$ cat src/rtl/complex_array_addsub_stream.sv
// Two on-chip complex sample arrays A/B; on start, streams per-element add/sub results over valid/ready.
// Define CALU_SAT_EN to clamp results to W bits and expose a sticky sat_flag output.
module complex_array_addsub_stream #(
    parameter int W     = 16,
    parameter int DEPTH = 64,
    parameter int AW    = 6
) (
    input  logic          clk,
    input  logic          rst_n,
    input  logic          wr_en,
    input  logic          wr_sel,
    input  logic [AW-1:0] wr_addr,
    input  logic [W-1:0]  wr_re,
    input  logic [W-1:0]  wr_im,
    output logic          wr_err,
    input  logic          start,
    input  logic [1:0]    operation,
    input  logic [AW:0]   len,
    output logic          busy,
    output logic          res_valid,
    input  logic          res_ready,
    output logic [W:0]    res_re,
    output logic [W:0]    res_im,
    output logic [AW-1:0] res_idx,
    output logic          done
`ifdef CALU_SAT_EN
    ,
    output logic          sat_flag
`endif
);

    typedef enum logic [1:0] {S_IDLE, S_RUN, S_DRAIN, S_DONE} state_t;

    localparam logic [AW:0] DEPTH_L = (AW+1)'(DEPTH);

    state_t          state_reg, state_next;
    logic [AW-1:0]   rd_ptr_reg, rd_ptr_next;
    logic [1:0]      op_reg, op_next;
    logic [AW:0]     len_reg, len_next;
    logic            s1_valid_reg;
    logic [AW-1:0]   s1_idx_reg;
    logic            res_valid_reg;
    logic [W:0]      res_re_reg, res_im_reg;
    logic [AW-1:0]   res_idx_reg;
    logic            wr_err_reg;

    logic            advance, issue, last_issue, mem_we;
    logic [AW:0]     len_clamped, len_cur;
    logic signed [W:0] ar, ai, br, bi, sum_re, sum_im, out_re, out_im;

    assign len_clamped = (len > DEPTH_L) ? DEPTH_L : len;
    assign len_cur     = (state_reg == S_IDLE) ? len_clamped : len_reg;
    assign last_issue  = ({1'b0, rd_ptr_reg} == (len_cur - 1'b1));
    // Stage 1 and the read pointer only move when the output register can take a new result.
    assign advance     = ~(res_valid_reg & ~res_ready);
    assign mem_we      = wr_en & (state_reg == S_IDLE);

    assign busy      = (state_reg != S_IDLE);
    assign done      = (state_reg == S_DONE);
    assign res_valid = res_valid_reg;
    assign res_re    = res_re_reg;
    assign res_im    = res_im_reg;
    assign res_idx   = res_idx_reg;
    assign wr_err    = wr_err_reg;

    generate
        for (genvar gi = 0; gi < 2; gi++) begin : g_bank
            logic [2*W-1:0] mem [DEPTH];
            logic [2*W-1:0] rd_q;
            logic           bank_we;

            assign bank_we = mem_we & (wr_sel == 1'(gi));

            always_ff @(posedge clk) begin
                if (bank_we) begin
                    mem[wr_addr] <= {wr_re, wr_im};
                end
            end

            always_ff @(posedge clk) begin
                if (issue) begin
                    rd_q <= mem[rd_ptr_reg];
                end
            end
        end
    endgenerate

    always_comb begin
        state_next  = state_reg;
        rd_ptr_next = rd_ptr_reg;
        op_next     = op_reg;
        len_next    = len_reg;
        issue       = 1'b0;
        case (state_reg)
            S_IDLE: begin
                if (start) begin
                    op_next  = operation;
                    len_next = len_clamped;
                    if (len_clamped == '0) begin
                        state_next = S_DONE;
                    end else begin
                        // Element 0 is read in the start cycle itself.
                        issue      = 1'b1;
                        state_next = last_issue ? S_DRAIN : S_RUN;
                    end
                end
            end
            S_RUN: begin
                if (advance) begin
                    issue = 1'b1;
                    if (last_issue) begin
                        state_next = S_DRAIN;
                    end
                end
            end
            S_DRAIN: begin
                if (!s1_valid_reg && (!res_valid_reg || res_ready)) begin
                    state_next = S_DONE;
                end
            end
            default: begin
                state_next = S_IDLE;
            end
        endcase
        if (issue) begin
            rd_ptr_next = last_issue ? '0 : rd_ptr_reg + 1'b1;
        end
    end

    always_comb begin
        ar = {g_bank[0].rd_q[2*W-1], g_bank[0].rd_q[2*W-1:W]};
        ai = {g_bank[0].rd_q[W-1],   g_bank[0].rd_q[W-1:0]};
        br = {g_bank[1].rd_q[2*W-1], g_bank[1].rd_q[2*W-1:W]};
        bi = {g_bank[1].rd_q[W-1],   g_bank[1].rd_q[W-1:0]};
        case (op_reg)
            2'b00:   begin sum_re = ar + br; sum_im = ai + bi; end
            2'b01:   begin sum_re = ar - br; sum_im = ai - bi; end
            2'b10:   begin sum_re = br - ar; sum_im = bi - ai; end
            default: begin sum_re = ar + br; sum_im = ai - bi; end
        endcase
    end

`ifdef CALU_SAT_EN
    localparam logic signed [W:0] MAX_V = {2'b00, {(W-1){1'b1}}};
    localparam logic signed [W:0] MIN_V = {2'b11, {(W-1){1'b0}}};

    logic ovf_re, ovf_im, sat_hit, sat_flag_reg;

    // A W+1-bit value fits W bits exactly when its top two bits agree.
    assign ovf_re  = sum_re[W] ^ sum_re[W-1];
    assign ovf_im  = sum_im[W] ^ sum_im[W-1];
    assign sat_hit = ovf_re | ovf_im;
    assign out_re  = ovf_re ? (sum_re[W] ? MIN_V : MAX_V) : sum_re;
    assign out_im  = ovf_im ? (sum_im[W] ? MIN_V : MAX_V) : sum_im;
    assign sat_flag = sat_flag_reg;

    always_ff @(posedge clk or negedge rst_n) begin
        if (!rst_n) begin
            sat_flag_reg <= 1'b0;
        end else if (state_reg == S_IDLE && start) begin
            sat_flag_reg <= 1'b0;
        end else if (advance && s1_valid_reg && sat_hit) begin
            sat_flag_reg <= 1'b1;
        end
    end
`else
    assign out_re = sum_re;
    assign out_im = sum_im;
`endif

    always_ff @(posedge clk or negedge rst_n) begin
        if (!rst_n) begin
            state_reg     <= S_IDLE;
            rd_ptr_reg    <= '0;
            op_reg        <= '0;
            len_reg       <= '0;
            s1_valid_reg  <= 1'b0;
            s1_idx_reg    <= '0;
            res_valid_reg <= 1'b0;
            res_re_reg    <= '0;
            res_im_reg    <= '0;
            res_idx_reg   <= '0;
            wr_err_reg    <= 1'b0;
        end else begin
            state_reg  <= state_next;
            rd_ptr_reg <= rd_ptr_next;
            op_reg     <= op_next;
            len_reg    <= len_next;
            wr_err_reg <= wr_en & busy;
            if (advance) begin
                s1_valid_reg  <= issue;
                res_valid_reg <= s1_valid_reg;
                if (issue) begin
                    s1_idx_reg <= rd_ptr_reg;
                end
                if (s1_valid_reg) begin
                    res_re_reg  <= out_re;
                    res_im_reg  <= out_im;
                    res_idx_reg <= s1_idx_reg;
                end
            end
        end
    end

endmodule

$ cat config.mk
export PLATFORM = sky130hd
export DESIGN_NAME = complex_array_addsub_stream
export DESIGN_NICKNAME = d
export VERILOG_FILES = /design/src/rtl/complex_array_addsub_stream.sv
export SDC_FILE = /design/constraint.sdc
export NUM_CORES = 2
export LEC_CHECK = 0
export ABC_CLOCK_PERIOD_IN_PS = 9000
export BUFFER_PORTS_ARGS = -buffer_cell sky130_fd_sc_hd__buf_2
export CORE_MARGIN = 2
export CORE_UTILIZATION = 40
export CTS_CLUSTER_DIAMETER = 120
export DETAILED_ROUTE_END_ITERATION = 8
export GPL_ROUTABILITY_DRIVEN = 0
export PLACE_DENSITY = 0.53
export SLEW_MARGIN = 0
export SYNTH_ARGS = -nofsm -noshare
export SYNTH_HDL_FRONTEND = slang
export SYNTH_SLANG_ARGS = --single-unit
export TNS_END_PERCENT = 20
$ cat constraint.sdc
create_clock -name clk -period 9 [get_ports clk]
set_input_delay 1.8 -clock clk [delete_from_list [all_inputs] [get_ports clk]]
set_output_delay 1.8 -clock clk [all_outputs]
set_load 0.05 [all_outputs]
==> impl_results.rst <==
.. list-table::
   :header-rows: 1

   * - Metric
     - Value
   * - Status
     - completed
   * - Area Growth Syn to Fin
     - 13.9%
   * - Detailed placer's ending HPWL
     - 257 mm
   * - Startpoint of the most critical hold path
     - s1_idx_reg[2]
   * - Antenna viol nets, final
     - 0
   * - Min Clock Period, post-route
     - 4.82 ns
   * - Vertical extent of the die
     - 644 um
   * - Number of maximum-capacitance violations
     - 0
   * - Type of the worst setup path
     - flop to flop
   * - DIE AREA
     - 415000 um^2
   * - Drt drc
     - 0
   * - Clock insertion delay at the later pin of the skew report
     - 0.98 ns
   * - Flip-flop count of the largest register, all copies and words added
     - 4096
   * - Combinational Power Share
     - 31.7%
   * - Post-Synthesis Cells
     - 6822
   * - DR vias/cell
     - 5.81
   * - Synthesis-stage register bit count
     - 4226
   * - Clock transition at the register clock pins on the worst setup and hold paths after CTS
     - 0.06 ns
   * - Switching power as a share of total power
     - 32.4%
   * - Placeable core area
     - 409000 um^2
   * - Synthesized area
     - 164000 um^2
   * - Mean routed wirelength per cell
     - 34.6 um
   * - Aggregate global-route resource usage
     - 21.7%
   * - Clock network fraction of total power
     - 29.7%
   * - Number of post-CTS setup repair buffers
     - 0
   * - Number of core rows
     - 235
   * - Via count of the first global-routing pass
     - 77.7k
   * - Relative slew margins
     - 11.7%
   * - Count of instances resized after the clock tree is built
     - 0
   * - Via total after detailed routing
     - 76.0k
   * - Flop pwr share
     - 38.7%
   * - Largest registers
     - g_bank.mem x4096, g_bank.rd_q x64
   * - Cell with the most instances after synthesis
     - sky130_fd_sc_hd__edfxtp_1
   * - Reg-to-Reg Start
     - state_reg[1]
   * - Worst clock skew
     - 0.0357 ns
   * - Fraction of post-synthesis cell area in the top cell type by area
     - 76.2%
   * - Routed wire length
     - 454 mm
   * - Placed cell area
     - 173000 um^2
   * - Sum of negative setup slack
     - 0 ns
   * - Total non-filler cell area in the finished layout
     - 187000 um^2
   * - Worst min-delay path class
     - flop to flop
   * - Required time of the critical path
     - 9.63 ns
   * - Die span in x
     - 644 um
   * - LEAKAGE
     - 57.4 nW
   * - Final global-route overflow total
     - 0
   * - CTS buffer count
     - 434
   * - Number of H-tree levels
     - 5
   * - Synth cell count leaders
     - 4160 x sky130_fd_sc_hd__edfxtp_1, 1344 x sky130_fd_sc_hd__mux4_2, 206 x sky130_fd_sc_hd__nor2_1
   * - Detailed-router iteration count before antenna repair
     - 6
   * - Register area share after synthesis
     - 77.2%
   * - Final number of hold-violating endpoints
     - 0
   * - Initial antenna violation count
     - 83
   * - Initial core utilization
     - 40.1%
   * - Final standard cell count with taps included and fillers excluded
     - 13.1k
   * - Number of violations reported at the end of detailed-routing iteration 0
     - 9036
   * - Slew at the pin with the worst max-slew slack
     - 1.32 ns
   * - Warnings from Yosys
     - 0
   * - Top_reg_cell synth
     - sky130_fd_sc_hd__edfxtp_1
   * - Register ranked first by flip-flop count
     - g_bank.mem
   * - Buffer type at the clock tree root
     - sky130_fd_sc_hd__clkbuf_16
   * - RSZ-0062 raised after global routing
     - false
   * - Max Slew Vio Count
     - 0
   * - Hold_buf cts
     - 0
   * - Cell internal pwr
     - 40.0 mW
   * - TritonCTS sink count
     - 4226
   * - Worst VDD drop
     - 284 uV
   * - Pin count of the biggest net entering global routing
     - 123
   * - Share of async-settable or async-resettable flops after synthesis
     - 1.56%
   * - Final nets
     - 7375
   * - Worst setup startpoint
     - state_reg[1]
   * - Final setup violating endpoints
     - 0
   * - Reg2reg setup slack
     - 4.18 ns
   * - Worst R2R Path Depth
     - 7
   * - Synthesized net count
     - 6952
   * - Largest cells by area after synthesis
     - sky130_fd_sc_hd__edfxtp_1 76%, sky130_fd_sc_hd__mux4_2 18%, sky130_fd_sc_hd__dfrtp_1 1.0%, sky130_fd_sc_hd__ha_1 0.56%, sky130_fd_sc_hd__nor2_1 0.47%
   * - Switching pwr
     - 19.1 mW
   * - Number of enable flip-flop cells after synthesis
     - 4160
   * - Library cell with the largest summed area after synthesis
     - sky130_fd_sc_hd__edfxtp_1
   * - Wire length of the first global-routing pass
     - 626 mm
   * - Arrival time reported for the critical path endpoint
     - 5.45 ns
   * - Crit Path Max Fanout
     - 17
   * - Sort of element at the end of the critical path
     - flop
   * - Top achievable clock speed
     - 207 MHz
   * - Category of the worst setup path launch point
     - flop
   * - Worst hold path stage count
     - 2
   * - Number of I/O port buffers
     - 96
   * - Post-synthesis average cell area
     - 24.0 um^2
   * - Fraction of final layout cells sized beyond drive strength 1
     - 32.3%
   * - Top-level port count
     - 97
   * - Cell area power density
     - 316 nW/um^2
   * - Number of placed instances, taps included
     - 12.3k
   * - Buffer levels on the longest clock path
     - 4
   * - Final period util
     - 53.6%
   * - Distinct cell type count of the synthesized netlist
     - 75
   * - TritonCTS clock tree
     - done
## critical path, stage by stage (launching register included)
cell and delay [ns]:
sky130_fd_sc_hd__dfrtp_1 0.43, sky130_fd_sc_hd__inv_1 0.16, sky130_fd_sc_hd__ha_1 0.68, sky130_fd_sc_hd__nand3_1 0.22, sky130_fd_sc_hd__nor2_2 0.64, sky130_fd_sc_hd__nand3_1 0.98
sky130_fd_sc_hd__nor2_4 0.90, sky130_fd_sc_hd__buf_4 0.42
## layer usage
layer  part of all wire [%]  GRT usage [%]  up-vias
met5                  0.019              0        -
met4                    2.9           6.17       12
met3                    7.5           3.99      559
met2                     49           35.4     2818
met1                     41           30.0    42285
li1                       -              -    30353
## kinds of logic after synthesis
family,after synthesis,share of synthesized area [%]
flops,4226,77.2
mux,1371,18.7
simple gates,455,1.25
buf+inv,389,0.979
compound gates,227,0.916
xor+xnor,77,0.411
fa+ha+maj,77,0.606
## cell type report
class,instances,area [um^2]
Antenna cell,32,80.1
Clock buffer,518,11400
Clock inverter,285,2400
Fill cell,33545,222000
Inverter,52,198
Multi-Input combinational cell,2207,36800
Sequential cell,4226,127000
Tap cell,5451,6820
Timing Repair Buffer,324,2500
## stage by stage
stage	worst slack (ns)	total power [mW]	utilization [%]	hold slack [ns]
2_1_floorplan	4.37	34.7	-	0.433
3_3_place_gp	3.40	42.0	42.3	0.448
3_5_place_dp	3.51	42.2	42.3	0.452
4_1_cts	4.01	59.6	45.6	0.465
5_1_grt	3.86	61.2	45.7	0.482
6_report	4.18	59.1	45.7	0.466
## worst paths after layout
check / end
max in group asynchronous: rd_ptr_reg[5]
min in group asynchronous: res_re[8]
hold / removal: res_idx[2]
setup / recovery: g_bank[0].mem[59][29]
setup reg to reg: g_bank[0].mem[59][29]
hold reg to reg: res_idx[2]
## power by group through the flow
stage / logic [mW] / clock network, mW / registers, mW
2_1_floorplan: 11.7 / 0 / 23.0
3_3_place_gp: 18.7 / 0 / 23.3
3_5_place_dp: 18.9 / 0 / 23.3
4_1_cts: 18.9 / 17.9 / 22.9
5_1_grt: 19.7 / 18.6 / 22.9
6_report: 18.7 / 17.5 / 22.9
## cell usage in the layout (no fill, tap or decap), types with 25 or more instances in the layout
master                         n
sky130_fd_sc_hd__edfxtp_1   4160
sky130_fd_sc_hd__mux4_2     1344
sky130_fd_sc_hd__clkbuf_16   442
sky130_fd_sc_hd__buf_4       243
sky130_fd_sc_hd__nor2_4      129
sky130_fd_sc_hd__clkinv_1    125
sky130_fd_sc_hd__nand2_1     111
sky130_fd_sc_hd__clkinv_2     84
sky130_fd_sc_hd__nor2_1       75
sky130_fd_sc_hd__ha_1         73
sky130_fd_sc_hd__clkbuf_1     72
sky130_fd_sc_hd__buf_2        63
sky130_fd_sc_hd__dfrtp_1      60
sky130_fd_sc_hd__a21oi_1      57
sky130_fd_sc_hd__inv_1        51
sky130_fd_sc_hd__o21ai_0      50
sky130_fd_sc_hd__xnor2_1      42
sky130_fd_sc_hd__xor2_1       35
sky130_fd_sc_hd__bufinv_16    34
sky130_fd_sc_hd__diode_2      32
sky130_fd_sc_hd__nor3_1       26
sky130_fd_sc_hd__nand3_1      25
Power figures use the tool's default switching activity.
